`src/rtl/trng_conditioner_if.sv`:
```
// Handshake bundle between the entropy conditioner and its producer/consumer.
// Carries enable, raw samples, mode, pop/clear requests and word/status outputs.
interface trng_conditioner_if #(
  parameter int NCH   = 4,
  parameter int WIDTH = 8
);
  logic             ena;
  logic [NCH-1:0]   raw_in;
  logic             sample_stb;
  logic             mode;
  logic             rd_req;
  logic             clr_fail;
  logic [WIDTH-1:0] data_out;
  logic             data_valid;
  logic             health_fail;
  logic             overrun;

  modport master (
    output ena, raw_in, sample_stb, mode,
    output rd_req, clr_fail,
    input  data_out, data_valid,
    input  health_fail, overrun
  );

  modport slave (
    input  ena, raw_in, sample_stb, mode,
    input  rd_req, clr_fail,
    output data_out, data_valid,
    output health_fail, overrun
  );
endinterface

```
`src/rtl/trng_conditioner.sv`:
```
// TRNG conditioner: XOR-folds NCH raw channels, optional von Neumann debias,
// repetition health test, and packs bits into WIDTH-bit words.
// Ports: clk, rst_n (async active-low), bus (slave side of the bundle).
module trng_conditioner #(
  parameter int NCH       = 4,
  parameter int WIDTH     = 8,
  parameter int REP_LIMIT = 16
) (
  input  logic              clk,
  input  logic              rst_n,
  trng_conditioner_if.slave bus
);

  localparam int CNTW = (WIDTH > 2) ? $clog2(WIDTH) : 1;
  localparam int REPW = $clog2(REP_LIMIT + 1);
  localparam logic [CNTW-1:0] LAST = CNTW'(WIDTH - 1);
  localparam logic [REPW-1:0] LIM  = REPW'(REP_LIMIT);

  typedef enum logic {
    IDLE,
    HAVE_FIRST
  } pend_e;

  pend_e            state_q;
  logic             pbit_q;

  logic [WIDTH-1:0] sr_q, sr_d;
  logic [CNTW-1:0]  cnt_q, cnt_d;
  logic [WIDTH-1:0] do_q, do_d;
  logic             dv_q, dv_d;
  logic             hf_q, hf_d;
  logic             ov_q, ov_d;
  logic [REPW-1:0]  rep_q, rep_d;
  logic             prev_q, prev_d;

  logic             fold_b;
  logic             strobe;
  logic             rep_same;
  logic [REPW-1:0]  rep_nxt;
  logic             trip;
  logic             use_b;
  logic             kill;
  logic             new_v;
  logic             new_b;
  logic [WIDTH-1:0] word;
  logic             last;

  assign fold_b   = ^bus.raw_in;
  assign strobe   = bus.ena & bus.sample_stb & ~hf_q;
  assign rep_same = (rep_q != '0) & (fold_b == prev_q);

  always_comb begin
    rep_nxt = REPW'(1);
    if (rep_same) begin
      rep_nxt = (rep_q >= LIM) ? LIM : rep_q + REPW'(1);
    end
  end

  // The sample that trips the alarm is not fed to the assembler.
  assign trip  = strobe & (rep_nxt >= LIM);
  assign use_b = strobe & ~trip;
  assign kill  = hf_q | trip;

  // Debias emits the stored first bit of an unequal pair.
  always_comb begin
    new_v = 1'b0;
    new_b = fold_b;
    if (!bus.mode) begin
      new_v = use_b;
    end else begin
      new_v = use_b & (state_q == HAVE_FIRST) & (fold_b != pbit_q);
      new_b = pbit_q;
    end
  end

  assign word = {sr_q[WIDTH-2:0], new_b};
  assign last = new_v & (cnt_q == LAST);

  always_ff @(posedge clk or negedge rst_n) begin
    if (!rst_n) begin
      state_q <= IDLE;
      pbit_q  <= 1'b0;
    end else if (bus.ena) begin
      if (!bus.mode || kill) begin
        state_q <= IDLE;
      end else if (use_b) begin
        unique case (state_q)
          IDLE: begin
            state_q <= HAVE_FIRST;
            pbit_q  <= fold_b;
          end
          HAVE_FIRST: state_q <= IDLE;
          default:    state_q <= IDLE;
        endcase
      end
    end
  end

  always_comb begin
    sr_d   = sr_q;
    cnt_d  = cnt_q;
    do_d   = do_q;
    dv_d   = dv_q;
    hf_d   = hf_q;
    ov_d   = ov_q;
    rep_d  = rep_q;
    prev_d = prev_q;
    if (new_v) begin
      sr_d  = word;
      cnt_d = last ? '0 : cnt_q + CNTW'(1);
    end
    if (last) begin
      if (!dv_q || bus.rd_req) begin
        do_d = word;
        dv_d = 1'b1;
      end else begin
        ov_d = 1'b1;
      end
    end else if (bus.rd_req && dv_q) begin
      dv_d = 1'b0;
    end
    if (strobe) begin
      rep_d  = rep_nxt;
      prev_d = fold_b;
    end
    if (trip) begin
      hf_d = 1'b1;
    end
    if (kill) begin
      dv_d  = 1'b0;
      cnt_d = '0;
    end
    if (bus.clr_fail) begin
      hf_d  = 1'b0;
      rep_d = '0;
      ov_d  = 1'b0;
    end
  end

  always_ff @(posedge clk or negedge rst_n) begin
    if (!rst_n) begin
      sr_q   <= '0;
      cnt_q  <= '0;
      do_q   <= '0;
      dv_q   <= 1'b0;
      hf_q   <= 1'b0;
      ov_q   <= 1'b0;
      rep_q  <= '0;
      prev_q <= 1'b0;
    end else if (bus.ena) begin
      sr_q   <= sr_d;
      cnt_q  <= cnt_d;
      do_q   <= do_d;
      dv_q   <= dv_d;
      hf_q   <= hf_d;
      ov_q   <= ov_d;
      rep_q  <= rep_d;
      prev_q <= prev_d;
    end
  end

  assign bus.data_out    = do_q;
  assign bus.data_valid  = dv_q;
  assign bus.health_fail = hf_q;
  assign bus.overrun     = ov_q;

endmodule

```
`src/flat_wrapper.sv`:
```
// flat-port wrapper written by rule: the top's interface ports become plain ports
module trng_conditioner_flat 
#(
  parameter int NCH       = 4,
  parameter int WIDTH     = 8,
  parameter int REP_LIMIT = 16
)
  (clk, rst_n, bus_ena, bus_raw_in, bus_sample_stb, bus_mode, bus_rd_req, bus_clr_fail, bus_data_out, bus_data_valid, bus_health_fail, bus_overrun);
  trng_conditioner_if #(.NCH(NCH), .WIDTH(WIDTH)) bus_i ();
  input  logic clk;
  input  logic rst_n;
  input wire logic [$bits(bus_i.ena)-1:0] bus_ena;
  input wire logic [$bits(bus_i.raw_in)-1:0] bus_raw_in;
  input wire logic [$bits(bus_i.sample_stb)-1:0] bus_sample_stb;
  input wire logic [$bits(bus_i.mode)-1:0] bus_mode;
  input wire logic [$bits(bus_i.rd_req)-1:0] bus_rd_req;
  input wire logic [$bits(bus_i.clr_fail)-1:0] bus_clr_fail;
  output wire logic [$bits(bus_i.data_out)-1:0] bus_data_out;
  output wire logic [$bits(bus_i.data_valid)-1:0] bus_data_valid;
  output wire logic [$bits(bus_i.health_fail)-1:0] bus_health_fail;
  output wire logic [$bits(bus_i.overrun)-1:0] bus_overrun;
  assign bus_i.ena = bus_ena;
  assign bus_i.raw_in = bus_raw_in;
  assign bus_i.sample_stb = bus_sample_stb;
  assign bus_i.mode = bus_mode;
  assign bus_i.rd_req = bus_rd_req;
  assign bus_i.clr_fail = bus_clr_fail;
  assign bus_data_out = bus_i.data_out;
  assign bus_data_valid = bus_i.data_valid;
  assign bus_health_fail = bus_i.health_fail;
  assign bus_overrun = bus_i.overrun;
  trng_conditioner #(.NCH(NCH), .WIDTH(WIDTH), .REP_LIMIT(REP_LIMIT)) u_core (.clk(clk), .rst_n(rst_n), .bus(bus_i));
endmodule
```
`config.mk`:
```
export PLATFORM = sky130hd
export DESIGN_NAME = trng_conditioner_flat
export DESIGN_NICKNAME = d
export VERILOG_FILES = /design/src/rtl/trng_conditioner_if.sv /design/src/rtl/trng_conditioner.sv /design/src/flat_wrapper.sv
export SDC_FILE = /design/constraint.sdc
export NUM_CORES = 1
export LEC_CHECK = 0
export BUFFER_PORTS_ARGS = -buffer_cell sky130_fd_sc_hd__buf_2
export CAP_MARGIN = 20
export CORE_UTILIZATION = 54
export DETAILED_ROUTE_END_ITERATION = 6
export PLACE_DENSITY = 0.82
export SKIP_CTS_REPAIR_TIMING = 1
export SYNTH_ARGS = -nofsm -noshare
export SYNTH_HDL_FRONTEND = slang
export SYNTH_SLANG_ARGS = --single-unit
```
`constraint.sdc`:
```
create_clock -name clk -period 2.9 [get_ports clk]
set_input_delay 0.29 -clock clk [delete_from_list [all_inputs] [get_ports clk]]
set_output_delay 0.29 -clock clk [all_outputs]
set_load 0.01 [all_outputs]
```
==> Yosys cells after proc, flatten, opt, wreduce, memory -nomap -nowiden <==
Cells that the tools add are included.
{ "op_classes": {"addsub": 2, "bitwise_logic": 13, "muxes": 21, "n_eq_ne": 5, "magnitude_cmp": 2, "n_reduce_logical": 23} }
{ "op_table": {"columns": ["operator", "count"], "rows": [
  ["5-bit two-way mux", 4],
  ["1-bit two-way mux", 13],
  ["2-bit AND reduction", 6],
  ["5-bit greater-or-equal comparator (second input constant)", 2],
  ["2-bit nonzero test", 5],
  ["3-bit two-way mux", 3],
  ["3-bit AND reduction", 3],
  ["1-bit AND", 8],
  ["5-bit by 1-bit adder with 5-bit output (second input constant)", 1],
  ["5-bit nonzero test", 1],
  ["1-bit inverter", 4],
  ["4-bit AND reduction", 1],
  ["4-bit parity", 1],
  ["3-bit by 1-bit adder with 3-bit output (second input constant)", 1],
  ["3-bit == test (second input constant)", 1],
  ["3-bit by 2-bit != test with 1-bit output (second input constant)", 1],
  ["3-bit nonzero test", 1],
  ["1-bit logical NOT", 2],
  ["1-bit logical OR", 2],
  ["2-bit != test (second input constant)", 1],
  ["1-bit case mux with 2 select lines", 1],
  ["1-bit == test", 1],
  ["1-bit logical AND", 1],
  ["1-bit != test", 1],
  ["1-bit bitwise OR", 1]
]} }
{ "totals": {"inputBits": 11, "reg_bits": 29} }

==> Longest topological paths before layout <==
Gate-level depths: netlist of the first run.
{ "depth": {"word_depth": 15, "ltp_mapped": 7} }

==> Least setup slack after synthesis of the first run <==
OpenSTA, ideal clock, no wires.
{ "synth_path": {"path_type": "input-to-reg", "start": "input bus_raw_in[3]", "end": "register u_core.sr_q[1]", "path_stages": 6, "required_ns": 2.775, "setup_ns": 0.125, "path_slack_ns": 0.793, "arrival_ns": 1.982, "path_buffers": 1, "cell_sequence": "xnor2_1 > xor2_1 > mux2_4 > a211o_2 > buf_6 > mux2_2"} }
{ "synth_via": {"elab_chain_cells": 12, "elab_cells_between_ends": 13} }
{ "synth_rtl": {"columns": ["item", "line_no", "text"], "rows": [
  ["start, declared", "flat_wrapper.sv:13", "input wire logic [$bits(bus_i.raw_in)-1:0] bus_raw_in;"],
  ["4-bit parity *", "trng_conditioner.sv:48", "assign fold_b = ^bus.raw_in;"],
  ["1-bit == test", "trng_conditioner.sv:50", "assign rep_same = (rep_q != '0) & (fold_b == prev_q);"],
  ["1-bit AND", "trng_conditioner.sv:50", null],
  ["5-bit two-way mux", "trng_conditioner.sv:54", "if (rep_same) begin"],
  ["5-bit greater-or-equal comparator", "trng_conditioner.sv:60", "assign trip = strobe & (rep_nxt >= LIM);"],
  ["1-bit AND", "trng_conditioner.sv:60", null],
  ["1-bit inverter", "trng_conditioner.sv:61", "assign use_b = strobe & ~trip;"],
  ["1-bit AND", "trng_conditioner.sv:61", null],
  ["1-bit AND (2 in series)", "trng_conditioner.sv:71", "new_v = use_b & (state_q == HAVE_FIRST) & (fold_b != pbit_q);"],
  ["1-bit two-way mux *", "trng_conditioner.sv:68", "if (!bus.mode) begin"],
  ["2-bit AND reduction (no line) *", null, null],
  ["end signal, assigned", "trng_conditioner.sv:151", "sr_q <= sr_d;"],
  ["end, declared", "trng_conditioner.sv:27", "logic [WIDTH-1:0] sr_q, sr_d;"]
]} }
Every way passes the cells marked *; elsewhere a longest branch is shown, timed or not.
A chain may end at the register's enable or synchronous reset.

==> Worst setup path in the final report of the first run <==
{ "layout_path": {"start": "register u_core.rep_q[0]", "end": "register u_core.do_q[3], in the netlist u_core.bus.data_out[3]"} }
{ "layout_via": {"elab_chain_cells": 12, "elab_cells_between_ends": 15} }
{ "layout_rtl": {"columns": ["item", "line_no", "text"], "rows": [
  ["start, declared", "trng_conditioner.sv:33", "logic [REPW-1:0] rep_q, rep_d;"],
  ["start signal, assigned", "trng_conditioner.sv:157", "rep_q <= rep_d;"],
  ["5-bit by 1-bit adder with 5-bit output (tied with other cells)", "trng_conditioner.sv:55", "rep_nxt = (rep_q >= LIM) ? LIM : rep_q + REPW'(1);"],
  ["5-bit two-way mux or 1-bit AND (tied branches)", "trng_conditioner.sv:55, trng_conditioner.sv:50", null],
  ["5-bit two-way mux *", "trng_conditioner.sv:54", null],
  ["5-bit greater-or-equal comparator *", "trng_conditioner.sv:60", null],
  ["1-bit AND *", "trng_conditioner.sv:60", null],
  ["1-bit inverter *", "trng_conditioner.sv:61", null],
  ["1-bit AND *", "trng_conditioner.sv:61", null],
  ["1-bit AND (2 in series)", "trng_conditioner.sv:71", null],
  ["1-bit two-way mux *", "trng_conditioner.sv:68", null],
  ["1-bit AND *", "trng_conditioner.sv:77", "assign last = new_v & (cnt_q == LAST);"],
  ["3-bit AND reduction (no line) *", null, null],
  ["end signal, assigned", "trng_conditioner.sv:153", "do_q <= do_d;"],
  ["end, declared", "trng_conditioner.sv:29", "logic [WIDTH-1:0] do_q, do_d;"]
]} }
Marked as above.

==> results of run 1 <==
-- how the worst max path moves through the flow --
stage | startpoint | to | slack, ps | cells past startpoint
final | u_core.rep_q[0] | u_core.bus.data_out[3] | 780 | 5
after detailed placement | bus_raw_in[3] | u_core.bus.data_out[3] | 460 | 6
after floorplan | bus_raw_in[3] | u_core.sr_q[1] | 790 | 6
after CTS | u_core.rep_q[0] | u_core.bus.data_out[3] | 760 | 5
after global routing | u_core.rep_q[0] | u_core.bus.data_out[3] | 680 | 5
after global placement | bus_raw_in[3] | u_core.bus.data_out[4] | 610 | 6
-- placed cells by master, fill, tap and decap left out, drive strengths merged, types with 2 or more instances in the layout --
master,n
mux2,18
clkbuf,7
nand3,2
nand2b,2
dfrtp,29
a31oi,2
inv,4
xnor2,2
buf,21
a22o,2
nand2,12
o21ai,6
a21oi,4
nor3,3
o2bb2ai,4
ha,4
nor2,3
-- stage by stage --
| stage | util | instances | instance area [µm²] | setup slack, ps | hold slack, ps |
|---|---|---|---|---|---|
| after floorplan | - | 115 | 1390 | 793 | -5.59 |
| after global placement | 0.620 | 165 | 1520 | 608 | 334 |
| after detailed placement | 0.620 | 165 | 1520 | 458 | 345 |
| after CTS | 0.655 | 173 | 1610 | 762 | -23.8 |
| after global routing | 0.659 | 174 | 1620 | 676 | 290 |
| final | 0.659 | 174 | 1620 | 778 | 288 |
-- where the power goes --
group	switching, mW	leakage, nW	internal, mW	total [mW]
registers	0.0597	0.383	0.490	0.550
clock network	0.141	0.0455	0.206	0.347
logic	0.106	0.380	0.132	0.238
total	0.307	0.808	0.828	1.14
-- worst max-delay path, delay by kind of cell, from the launching register on --
kind | cells | cell delay, ps
flip-flops | 1 | 430
multiplexers | 1 | 390
adder cells (fa/ha/maj) | 1 | 250
AO/OA/AOI/OAI | 3 | 940
-- flip-flops by register name, indices dropped and copies added (netlist names) --
name and count:
u_core.state_q 1, u_core.bus.data_valid 1, u_core.cnt_q 3, u_core.bus.overrun 1, u_core.prev_q 1, u_core.bus.data_out 8
u_core.sr_q 7, u_core.pbit_q 1, u_core.bus.health_fail 1, u_core.rep_q 5
-- cell type report --
cell class	count	area, µm²
Fill cell	205	837
Tap cell	30	37.5
Sequential cell	29	726
Timing Repair Buffer	22	115
Multi-Input combinational cell	81	639
Clock buffer	7	55.1
Clock inverter	1	30.0
Inverter	4	15.0
-- logic make-up (layout without fill, tap and decap cells) --
family                   after synthesis  in the layout
AO/OA/AOI/OAI                         24             24
XOR/XNOR                               4              4
adder cells (fa/ha/maj)                4              4
buffers and inverters                  5             34
flip-flops                            29             29
multiplexers                          19             19
AND/OR/NAND/NOR                       30             30
-- per-layer routing --
| layer | GRT usage | share of wire | vias to the layer above |
|---|---|---|---|
| li1 | - | - | 470 |
| met1 | 0.233 | 0.40 | 494 |
| met2 | 0.401 | 0.56 | 17 |
| met3 | 0.0812 | 0.030 | 5 |
| met4 | 0.110 | 0.0064 | 0 |
| met5 | 0 | 0 | - |
==> metrics.txt, run 1 <==
status completed; Clock Sinks 29; setup_tns 0 ps; min cycle time layout between 2000 and 2500 ps; CTS root buf clkbuf_4; first-pass GRT wire length about 4.3 mm; largest net degree at the start of global routing 30; Max stage delay on crit path between 400 and 500 ps; Post-DRT Antenna Nets 0; Crit. End Element flop; post-DR wirelength/cell 15.3 µm; Synth cell types 35; Total Power 1.14 mW; Highest Clock Rate around 470 MHz; share of flip-flops with an asynchronous set or reset 1.00; Slew Limit Fails 0; area fraction of the dominant cell type after synthesis 0.522; GR Overflow Total 0; syn_nets between 100 and 150; Worst-Margin Slew between 600 and 700 ps; initial antenna violation count 0; post-synthesis compound-gate area fraction 0.121; XOR/XNOR Fraction of Synth Area 0.0378; hold path cells 3; CP required ~3100 ps; worst skew pair latency between 300 and 400 ps; slowest stage cell, crit path dfrtp_1; leading area contributor after synthesis dfrtp_1; final worst-path cycle share 0.732; # Max-Cap Violations 0; H-tree depth 2; Syn Area/Cell roughly 12 µm²; share of layout cells above drive strength 1 0.354; row cnt 18; slew margin rel. 0.588; hold path endpoint u_core.bus.data_valid; Power Density between 700 and 800 nW/µm²; unrepaired setup endpoints after global routing no; Seq/Total Area, Yosys 0.522; Synth Area in Simple Gates 0.110; crit path max fanout 8; clk buf depth 2; reg-to-reg startpoint u_core.rep_q[0]; core area around 2500 µm²; die area between 2000 and 3000 µm²; Top Ports 22; leakage slightly above 0.8 nW; Vias between 900 and 1000; top-count cell post-synth dfrtp_1; DRC viols 0; via/cell ratio approximately 5.7; Setup Skew 9.13 ps; Area Growth Syn to Fin 16.3%; YS warnings 0; final setup fails 0; GRT Util Overall 0.226; worst reg2reg path depth 5; Post-synth EDFFs 0; DR iter-0 viols 6; area share of fa/ha/maj cells after synthesis 0.0360; r2r endpoint u_core.bus.data_out[3]; number of global-route vias before repair approximately 980; antenna diode count 0; Synth top cells by count 29 x dfrtp_1, 17 x mux2_2, 12 x nand2_1; Setup CP Type reg2reg; Placer Congestion ~0.75; HP Start bus_rd_req; CP Launch Type flop; first drt pass iteration count 4; R2R Setup Slk around 780 ps; I/O Buffers 21; Clock Pin Slew Worst Setup and Hold Paths roughly 100 ps; CTS tree built; top post-synthesis cells by area dfrtp_1 52%, mux2_2 14%, ha_1 3.6%; data arrival time of the worst path 2340 ps; Synth Cell Area approximately 1400 µm²; Die X around 53 µm; Synth Instances about 120; mux contribution to synthesized area 0.156; Nets between 150 and 200; Top FF cell, synth dfrtp_1; largest family of logic cells by synthesized area multiplexers; Synth Register Bits 29; Starting Density 0.567; peak supply drop just under 0.5 mV; Die H between 50 and 60 µm; drt total wl roughly 2.7 mm; Worst Hold Class in2reg; Final Hold Viols 0; CP Cell Sequence ha_1, a31oi_1, o21ai_0, a21oi_2, mux2_2; CTS buffer count 5; dpl hpwl around 2 mm
Note: power is estimated with default switching activity, not from simulation.
==> run 2: changes to the inputs <==
--- a/config.mk
+++ b/config.mk
@@ -7,9 +7,9 @@
 export LEC_CHECK = 0
 export BUFFER_PORTS_ARGS = -buffer_cell sky130_fd_sc_hd__buf_2
 export CAP_MARGIN = 20
-export CORE_UTILIZATION = 54
+export CORE_UTILIZATION = 49
 export DETAILED_ROUTE_END_ITERATION = 6
-export PLACE_DENSITY = 0.82
+export PLACE_DENSITY = 0.78
 export SKIP_CTS_REPAIR_TIMING = 1
 export SYNTH_ARGS = -nofsm -noshare
 export SYNTH_HDL_FRONTEND = slang
==> constraint.sdc (replaced) <==
create_clock -name clk -period 1.9 [get_ports clk]
set_input_delay 0.19 -clock clk [delete_from_list [all_inputs] [get_ports clk]]
set_output_delay 0.19 -clock clk [all_outputs]
set_load 0.01 [all_outputs]
==> run 2 against run 1 <==
Cell count is 4.6% higher. Power is 55% higher. Register-to-register slack worse by 700 ps. Largest power group unchanged. Die area up 9.8%. First-iteration DRC count grew to 8.2 times the previous value. Sequential power rose by 52%. Highest routed layer unchanged. Via count is 2.5% higher. Largest cell class unchanged. Critical path depth is the same. Worst setup slack got worse by 700 ps. Maximum frequency is 16% higher. Non-clock buffer count up 8.
==> metrics.txt, run 2 (same netlist as run 1, synthesis figures left out) <==
data arrival time of the worst path 2040 ps (-300 ps); commonest non-fill, non-tap cells in the layout 29 x dfrtp_1, 21 x buf_2, 17 x mux2_2, 12 x nand2_1, 7 x buf_4; crit path max fanout 8 (unchanged); DP Area 1610 µm² (+5.4%); clk buf depth 2 (unchanged); CP Launch Type flop; Post-Route Utilization 0.663 (+0.00426); Setup CP Type reg2reg; CP required 2110 ps (-1000 ps); drt total wl 2.73 mm (+2.3%); DRC viols 0 (unchanged); via/cell ratio 5.55 (-2.0%); min cycle time layout 1820 ps (-298 ps); Die X 55.3 µm (+4.8%); Clock Sinks 29 (unchanged); Clock Pin Slew Worst Setup and Hold Paths 100 ps (about the same); Slew Limit Fails 0 (unchanged); leakage 0.862 nW (+6.7%); I/O Buffers 21 (unchanged); Worst Hold Class in2reg; Hold WS 194 ps (-93.9 ps); initial antenna violation count 0 (unchanged); die area 3060 µm² (+9.8%); CTS root buf clkbuf_4; DR iter-0 viols 49 (+43); Max stage delay on crit path 530 ps (+100 ps); Inst Count DP 173 (+4.8%); most common cell after layout, fill and taps aside dfrtp_1; H-tree depth 2 (unchanged); Worst-Margin Slew 639 ps (+20.7 ps); Die H 55.3 µm (+4.8%); Nets 166 (+5.1%); worst skew pair latency 320 ps (about the same); Starting Density 0.537 (-0.0296); share of layout cells above drive strength 1 0.421 (+0.0669); GRT Util Overall 0.196 (-0.0301); number of global-route vias before repair 1041 (+6.7%); Setup Skew 8.32 ps (-0.814 ps); slew margin rel. 0.574 (-0.0138); GR Overflow Total 0 (unchanged); peak supply drop 0.796 mV (+61%); CP Cell Sequence inv_1, xnor3_4, nor2_1, a211o_4, mux2_2; Area Growth Syn to Fin 23.5%; first-pass GRT wire length 4.61 mm (+7.7%); Final Hold Viols 0 (unchanged); HP Start bus_rd_req; CTS buffer count 5 (unchanged); final worst-path cycle share 0.960 (+0.229); core area 2590 µm² (+5.5%); post-DR wirelength/cell 15.0 µm (-2.2%); antenna diode count 0 (unchanged); Worst Setup SP u_core.prev_q; Top Ports 22 (unchanged); dpl hpwl 2.03 mm (+3.5%); largest net degree at the start of global routing 30 (unchanged); reg-to-reg startpoint u_core.prev_q; status completed; CTS tree built; Vias 1011 (+2.5%); fin cells 182 (+4.6%); final setup fails 0 (unchanged); Post-DRT Antenna Nets 0 (unchanged); first drt pass iteration count 4 (unchanged); Power Density 1020 nW/µm² (+46%); Highest Clock Rate 548 MHz (+16%); # Max-Cap Violations 0 (unchanged); Placer Congestion 0.892 (+18%); Crit. End Element flop; cell area after layout 1720 µm² (+6.2%); slowest stage cell, crit path xnor3_4; row cnt 18 (unchanged); max reg flops 8 (unchanged)
-- run 2: changes by cell type in the layout (fill, tap and decap cells not counted), sizes merged --
cell / change
buf: +8
-- run 2: layout make-up --
class | count | area [µm²]
fill | 206 | 872
sequential | 29 | 726
multi-input combinational | 81 | 676
timing repair buffer | 30 | 179
clock buffer | 7 | 55.1
tap | 30 | 37.5
clock inverter | 1 | 30.0
inverter | 4 | 15.0
-- run 2: layer usage --
layer  global-route usage  share of wire
met4               0.0893          0.013
met1                0.231           0.43
met5                    0              0
met3               0.0445          0.036
met2                0.341           0.52
-- run 2: report_power, final --
group	switching [mW]	internal [mW]	total [mW]
clock	0.216	0.314	0.531
sequential	0.0903	0.748	0.838
combinational	0.170	0.218	0.388
total	0.477	1.28	1.76
-- run 2: path summary, 6_finish.rpt --
path / depth (start not counted) / end / slack, ps
worst max-delay path: 5 / u_core.sr_q[3] / 80
worst min register to register: 1 / u_core.bus.data_out[0] / 510
max in group asynchronous: 2 / u_core.sr_q[5] / 1060
worst min-delay path: 3 / u_core.bus.data_valid / 190
min in group asynchronous: 2 / u_core.prev_q / 410
worst max register to register: 5 / u_core.sr_q[3] / 80
-- run 2: metrics by stage --
step           worst slack, ps  TNS, ps  power, mW
2_1_floorplan             28.9        0       1.10
3_3_place_gp             -5.11    -26.7       1.20
3_5_place_dp             -90.3     -694       1.24
4_1_cts                   3.18        0       1.77
5_1_grt                  -16.5    -50.1       1.86
6_report                  75.2        0       1.76
-- run 2: worst max-delay path: cells and delay by family (launching register included) --
kind / cells / cell delay, ps
multiplexers: 1 / 340
XOR/XNOR: 1 / 530
flip-flops: 1 / 370
AO/OA/AOI/OAI: 1 / 190
AND/OR/NAND/NOR: 1 / 190
buffers and inverters: 1 / 80
==> run 3: changes to the inputs <==
--- a/config.mk
+++ b/config.mk
@@ -10,6 +10,7 @@
 export CORE_UTILIZATION = 49
 export DETAILED_ROUTE_END_ITERATION = 6
 export PLACE_DENSITY = 0.78
+export RECOVER_POWER = 50
 export SKIP_CTS_REPAIR_TIMING = 1
 export SYNTH_ARGS = -nofsm -noshare
 export SYNTH_HDL_FRONTEND = slang
==> run 3 against run 2 <==
Register-to-register slack about the same. Sequential cell count stayed put. Power fell by 0.13%. Die area unchanged. Hold slack barely moved. Worst setup slack about the same. Critical path depth stayed put. Clock power about the same. Sequential power is essentially flat. Critical path type unchanged. Highest routed layer unchanged.
==> metrics.txt, run 3 (same netlist as run 1, synthesis figures left out) <==
status completed; via/cell ratio 5.54 (-0.30%); CP required 2110 ps (about the same); Top Ports 22 (unchanged); slew margin rel. 0.526 (-0.0481); Crit. End Element flop; worst skew pair latency 320 ps (about the same); Post-DRT Antenna Nets 0 (unchanged); number of global-route vias before repair 1041 (unchanged); CTS root buf clkbuf_4; most common cell after layout, fill and taps aside dfrtp_1; min cycle time layout 1820 ps (-0.0924 ps); leakage 0.850 nW (-1.4%); row cnt 18 (unchanged); CP Cell Sequence inv_1, xnor3_4, nor2_1, a211o_4, mux2_2; antenna diode count 0 (unchanged); die area 3060 µm² (unchanged); Power Density 1030 nW/µm² (+0.23%); clk buf depth 2 (unchanged); Area Growth Syn to Fin 23.0%; CTS buffer count 5 (unchanged); first-pass GRT wire length 4.61 mm (unchanged); Die X 55.3 µm (unchanged); # Max-Cap Violations 0 (unchanged); Inst Count DP 173 (unchanged); Max Used Layer met4; met3 WL 100 µm (+2.0%); DRT met1 WL 1.18 mm (about the same); Buf+Inv Stages, Crit Path 1 (unchanged); Clock Pin Slew Worst Setup and Hold Paths 100 ps (about the same); first drt pass iteration count 4 (unchanged); I/O Buffers 21 (unchanged); data arrival time of the worst path 2040 ps (about the same); Placer Congestion 0.892 (unchanged); Slew Limit Fails 0 (unchanged); DR iter-0 viols 51 (+4.1%); Final Hold Viols 0 (unchanged); slowest stage cell, crit path xnor3_4; final worst-path cycle share 0.960 (about the same); Total Power 1.75 mW (-0.13%); H-tree depth 2 (unchanged); Highest Clock Rate 548 MHz (about the same); CTS tree built; hold path cells 3 (unchanged); Worst Hold Class in2reg; DRC viols 0 (unchanged); fin cells 182 (unchanged); post-DR wirelength/cell 15.0 µm (about the same); CP Depth 5 (unchanged); Starting Density 0.537 (unchanged); GRT Util Overall 0.196 (unchanged); share of layout cells above drive strength 1 0.401 (-0.0197); CP Launch Type flop; Max stage delay on crit path 530 ps (about the same); Nets 166 (unchanged); dpl hpwl 2.03 mm (unchanged); peak supply drop 0.772 mV (-3.1%); DR WL met2 1.42 mm (-0.35%); max reg flops 8 (unchanged); Setup Skew 8.32 ps (-0.0000500 ps); Setup CP Type reg2reg; crit path max fanout 8 (unchanged); commonest non-fill, non-tap cells in the layout 29 x dfrtp_1, 18 x buf_2, 17 x mux2_2, 12 x nand2_1; final setup fails 0 (unchanged); Worst-Margin Slew 711 ps (+72.1 ps); drt total wl 2.73 mm (about the same); worst reg2reg path depth 5 (unchanged); core area 2590 µm² (unchanged); Top delay family on crit path XOR/XNOR gates; Clock Sinks 29 (unchanged); largest net degree at the start of global routing 30 (unchanged); Vias 1008 (-0.30%); initial antenna violation count 0 (unchanged); GR Overflow Total 0 (unchanged); Die H 55.3 µm (unchanged)
-- run 3: final timing paths --
path	end	slack, ps	from
worst min-delay path	u_core.bus.data_valid	190	bus_rd_req
max in group asynchronous	u_core.sr_q[5]	1000	rst_n
worst min register to register	u_core.bus.data_out[0]	510	u_core.bus.data_out[0]
worst max register to register	u_core.sr_q[3]	80	u_core.prev_q
min in group asynchronous	u_core.prev_q	440	rst_n
worst max-delay path	u_core.sr_q[3]	80	u_core.prev_q
-- run 3: power by group --
group | internal, mW | switching [mW]
clock network | 0.314 | 0.216
logic | 0.216 | 0.170
registers | 0.748 | 0.0902
total | 1.28 | 0.477
-- run 3: worst reg2reg max path: stages, from the launching register on --
cell and delay, ps:
dfrtp_1 370, inv_1 80, xnor3_4 530, nor2_1 190
a211o_4 190, mux2_2 350
-- run 3: area by class of cell --
class                   instances  area (µm²)
flip-flops and latches         29         726
fillers                       210         878
clock inverters                 1        30.0
repair buffers                 30         173
well taps                      30        37.5
inverters                       4        15.0
multi-input cells              81         676
clock buffers                   7        55.1
-- run 3: per-stage QoR --
stage                     setup TNS, ps  setup WS (ps)   util  cell area (µm²)  hold slack [ps]
after floorplan                       0           28.9      -             1410             -106
after global placement            -26.7          -5.11  0.620             1610              242
after CTS                             0           3.18  0.653             1690             -102
after global routing              -50.1          -16.5  0.661             1710              182
final                                 0           75.3  0.661             1710              194
after detailed placement           -694          -90.3  0.620             1610              243
-- run 3: routing by layer --
| metal | track usage | vias up |
|---|---|---|
| met5 | 0 | - |
| met4 | 0.0893 | 0 |
| met3 | 0.0445 | 5 |
| met2 | 0.341 | 22 |
| met1 | 0.231 | 495 |
| li1 | - | 486 |
